**config.mk**
```make
export PLATFORM = sky130hd
export DESIGN_NAME = fetch_seq
export DESIGN_NICKNAME = d
export VERILOG_FILES = /design/src/rtl/fetch_seq.sv
export SDC_FILE = /design/constraint.sdc
export NUM_CORES = 1
export LEC_CHECK = 0
export ABC_AREA = 1
export CORE_MARGIN = 4
export CORE_UTILIZATION = 34
export CTS_BUF_LIST = sky130_fd_sc_hd__clkbuf_8
export DETAILED_ROUTE_END_ITERATION = 10
export HOLD_SLACK_MARGIN = 0.12
export PLACE_DENSITY = 0.87
export SLEW_MARGIN = 40
export SYNTH_ARGS = -nofsm -noshare
export SYNTH_HDL_FRONTEND = slang
export SYNTH_SLANG_ARGS = --single-unit
```
**constraint.sdc**
```tcl
create_clock -name clk50m -period 2.25 [get_ports clk50m]
set_input_delay 0.45 -clock clk50m [delete_from_list [all_inputs] [get_ports clk50m]]
set_output_delay 0.45 -clock clk50m [all_outputs]
set_load 0.05 [all_outputs]
```
**src/rtl/fetch_seq.sv**
```systemverilog
// fetch_seq: IDLE/FETCH/HOLD instruction fetch sequencer steering an external PC and memory.
// Define FETCH_SEQ_RAS_EN to build a 4-entry return-address stack for call_req/ret_req.
module fetch_seq #(
  parameter int W = 15
) (
  input  logic         clk50m,
  input  logic         rst_n,
  input  logic         halt,
  input  logic [W-1:0] pc,
  output logic         pc_en,
  output logic         pc_inc,
  output logic         pc_load,
  output logic [W-1:0] pc_load_val,
  output logic         mem_req,
  output logic [W-1:0] mem_addr,
  input  logic         mem_ack,
  input  logic [15:0]  mem_rdata,
  output logic [15:0]  instr,
  output logic         instr_valid,
  input  logic         instr_ready,
  input  logic         jmp_req,
  input  logic [W-1:0] jmp_addr,
  input  logic         call_req,
  input  logic         ret_req,
  output logic         ras_err
);

  typedef enum logic [1:0] {IDLE, FETCH, HOLD} state_t;

  state_t       state;
  logic         fetch_done;
  logic         accept;
  logic         load_now;
  logic [W-1:0] load_target;

  assign fetch_done  = (state == FETCH) && mem_ack;
  assign accept      = (state == HOLD) && instr_valid && instr_ready;

  // Increment happens only in FETCH and loads only in HOLD, so the two can never overlap.
  assign mem_req     = (state == FETCH);
  assign mem_addr    = mem_req ? pc : '0;
  assign pc_inc      = fetch_done;
  assign pc_load     = load_now;
  assign pc_load_val = load_now ? load_target : '0;
  assign pc_en       = pc_inc | pc_load;

  always_ff @(posedge clk50m or negedge rst_n) begin
    if (!rst_n) begin
      state       <= IDLE;
      instr       <= '0;
      instr_valid <= 1'b0;
    end else begin
      case (state)
        IDLE: begin
          if (!halt) state <= FETCH;
        end
        FETCH: begin
          if (mem_ack) begin
            instr       <= mem_rdata;
            instr_valid <= 1'b1;
            state       <= HOLD;
          end
        end
        HOLD: begin
          if (instr_ready) begin
            instr_valid <= 1'b0;
            state       <= halt ? IDLE : FETCH;
          end
        end
        default: state <= IDLE;
      endcase
    end
  end

`ifdef FETCH_SEQ_RAS_EN
  logic [W-1:0] ras_mem [4];
  logic [1:0]   ras_ptr;
  logic [2:0]   ras_cnt;
  logic [1:0]   top_idx;
  logic         ras_empty;
  logic         do_ret;
  logic         do_call;

  // ras_ptr is the next write slot; when the stack is full it also points at the oldest entry.
  assign top_idx   = ras_ptr - 2'd1;
  assign ras_empty = (ras_cnt == 3'd0);
  assign do_ret    = accept && ret_req;
  assign do_call   = accept && call_req && !ret_req;

  always_comb begin
    load_now    = 1'b0;
    load_target = '0;
    if (do_ret) begin
      load_now    = 1'b1;
      load_target = ras_empty ? '0 : ras_mem[top_idx];
    end else if (accept && (call_req || jmp_req)) begin
      load_now    = 1'b1;
      load_target = jmp_addr;
    end
  end

  always_ff @(posedge clk50m or negedge rst_n) begin
    if (!rst_n) begin
      ras_ptr <= 2'd0;
      ras_cnt <= 3'd0;
      ras_err <= 1'b0;
      for (int i = 0; i < 4; i++) ras_mem[i] <= '0;
    end else if (do_ret) begin
      if (ras_empty) begin
        ras_err <= 1'b1;
      end else begin
        ras_ptr <= top_idx;
        ras_cnt <= ras_cnt - 3'd1;
      end
    end else if (do_call) begin
      ras_mem[ras_ptr] <= pc;
      ras_ptr          <= ras_ptr + 2'd1;
      if (ras_cnt != 3'd4) ras_cnt <= ras_cnt + 3'd1;
    end
  end
`else
  logic unused_ras;

  assign load_now    = accept && jmp_req;
  assign load_target = jmp_addr;
  assign ras_err     = 1'b0;
  assign unused_ras  = call_req ^ ret_req;
`endif

endmodule

```
==> impl_metrics.env <==
export IMPL_hold_path_class="reg2reg"
export IMPL_crit_start="state[0]$_DFFE_PN0P_"
export IMPL_arrival_ns=1.69
export IMPL_holdBufCountCts=0
export IMPL_maxCapViolCount=0
export IMPL_first_pass_iters=4
export IMPL_fin_ws_ns=0.107
export IMPL_vias=1340
export IMPL_r2r_setup_slack_ns=0.67
export IMPL_ant_nets=0
export IMPL_grt_antenna_before_repair=0
export IMPL_yosysWarnings=0
export IMPL_syn_cell_area_um2=1180
export IMPL_required_ns=1.80
export IMPL_drive_above_1_share_pct=20.4
export IMPL_slew_headroom_pct=65.2
export IMPL_crit_path_max_fanout=11
export IMPL_synthMuxAreaShare_pct=0
export IMPL_timing_final_crit_share_pct=95.2
export IMPL_syn_inst=170
export IMPL_finalInstanceArea_um2=2640
export IMPL_ctsLongestPathBuffers=2
export IMPL_fin_nets=335
export IMPL_pre_cts_ws_ns=0.170
export IMPL_start_util_pct=35.3
export IMPL_synth_top_family_by_area="simple AND/OR/NAND/NOR gates"
export IMPL_syn_num_nets=229
export IMPL_reg2regPathDepth=8
export IMPL_power_leakage_nw=1.40
export IMPL_rows=21
export IMPL_cp_end_kind="output port"
export IMPL_clk_pin_slew_ns=0.07
export IMPL_final_cells=321
export IMPL_port_buffers=102
export IMPL_coreArea_um2=3340
export IMPL_fmax_mhz=467
export IMPL_cts_sinks=19
export IMPL_p_total_mw=3.19
export IMPL_track_usage_pct=17.9
export IMPL_worstSetupPathType="reg2out"
export IMPL_cts_root_buf="clkbuf_8"
export IMPL_dieArea_um2=4470
export IMPL_tightest_slew_ns=0.521
export IMPL_synth_xor_area_share_pct=0
export IMPL_layout_min_cycle_time_ns=2.14
export IMPL_setup_viol=0
export IMPL_synth_seq_area_share_pct=40.3
export IMPL_synthAdderAreaFrac_pct=5.31
export IMPL_grt_overflow=0
export IMPL_die_h_um=66.9
export IMPL_vias_per_cell=4.17
export IMPL_grt_pass1_wl_um=6120
export IMPL_drt_wl_total_um=4000
export IMPL_rsz0062_at_grt="false"
export IMPL_place_inst=317
export IMPL_slew_violations=0
export IMPL_gp_congestion=0.764
export IMPL_ys_types=18
export IMPL_powerDensity_nw_per_um2=1210
export IMPL_clock_latency_ns=0.25
export IMPL_worst_setup_path_start_kind="register"
export IMPL_pin_count=106
export IMPL_hp_start="instr[9]$_DFFE_PN0P_"
export IMPL_dpl_instance_area_um2=2590
export IMPL_grt_max_degree=20
export IMPL_antenna_cells=0
export IMPL_nFillCells=229
export IMPL_hold_viol_final=0
export IMPL_wl_per_cell_um=12.5
export IMPL_peakVddDrop_mv=0.944
export IMPL_finalSetupTns_ns=0
export IMPL_die_x_um=66.9
export IMPL_synth_compound_area_share_pct=0.425
export IMPL_area_growth_pct=124
export IMPL_syn_area_per_cell_um2=6.93
export IMPL_reg2reg_from="state[1]$_DFFE_PN0P_"
export IMPL_clock_skew_ns=0.00119
export IMPL_outcome="finished, final reports clean"
export IMPL_h_tree_depth=1
export IMPL_hold_path_depth=2
export IMPL_cts_tree="yes"
export IMPL_grt_pass1_vias=1340
export IMPL_numCtsBuffers=3
export IMPL_dp_hpwl_um=3420
export IMPL_drc=0
export IMPL_synth_simple_area_share_pct=35.9
export IMPL_first_iter_violations=29
export IMPL_yosys_register_bits=19
==> report_power, final <==
group	switching [mW]	internal [mW]	leakage, nW	total [mW]
Combinational	1.44	0.911	1.13	2.36
Clock	0.104	0.121	0.0269	0.225
Sequential	0.103	0.503	0.236	0.606
Total	1.65	1.53	1.40	3.19
==> worst max-delay path, cell delays in order, from the launching register on <==
cell     delay [ns]
dfrtp_1        0.44
inv_1          0.11
ha_2           0.24
nand4_4        0.13
buf_12         0.16
nor2_1         0.19
buf_12         0.17
==> repair_timing <==
item,CTS,global route
gates resized for setup,0,1
buffers inserted,0,0
setup endpoints to repair,0,6
==> state kept, by name (all words and copies together) (netlist names) <==
signal and count:
state 2, instr 16, instr_valid 1
==> layout by cell type, fill, tap and decap left out, drive strengths merged <==
cell type,count
clkbuf,3
clkdlybuf4s50,68
conb,1
ha,5
inv,41
a21oi,1
dfrtp,19
nand2,78
nand4,2
nor2,16
nand3,2
buf,39
==> synth_stat cells, drive strengths merged <==
cell type  count  area share (%)
nand2         78              25
a21oi          1            0.42
nand4          2             2.3
conb           1            0.32
ha             5             5.3
buf            6             4.6
nor2          16             7.2
nand3          2            0.85
dfrtp         19              40
inv           40              13
==> metal layers <==
metal | routed length (um) | vias to the layer above | global-route usage (%)
li1 | - | 680 | -
met1 | 1420 | 604 | 18.9
met2 | 2210 | 50 | 34.5
met3 | 331 | 6 | 4.55
met4 | 38 | 0 | 4.56
met5 | 0 | - | 0
==> cells by family (layout without fill, tap and decap cells) <==
group,Yosys count,in the layout
compound gates,1,1
fa+ha+maj,5,5
buf+inv,46,151
flops,19,19
other cells,1,1
simple gates,98,98
==> cell type report <==
class	instances	area (um^2)	share of cell area, %
Clock buffer	3	41.3	1.56
Multi-Input combinational cell	105	497	18.8
Clock inverter	1	3.75	0.142
Tap cell	46	57.6	2.18
Timing Repair Buffer	107	1410	53.4
Sequential cell	19	475	18.0
Inverter	40	155	5.87
==> path summary, 6_finish.rpt <==
path,to
worst max-delay path,pc_load_val[2]
worst min-delay path,instr[9]$_DFFE_PN0P_
worst max register to register,state[0]$_DFFE_PN0P_
worst min register to register,instr[9]$_DFFE_PN0P_
max in group asynchronous,instr[10]$_DFFE_PN0P_
min in group asynchronous,instr[11]$_DFFE_PN0P_
==> metrics by stage <==
stage | hold WS (ns) | utilization (%)
after floorplan | 0.154 | -
after global placement | 0.461 | 77.7
after detailed placement | 0.466 | 77.7
after CTS | 0.484 | 79.1
after global routing | 0.502 | 79.2
final | 0.479 | 79.2
No activity file was read; power rests on OpenSTA's default activity.
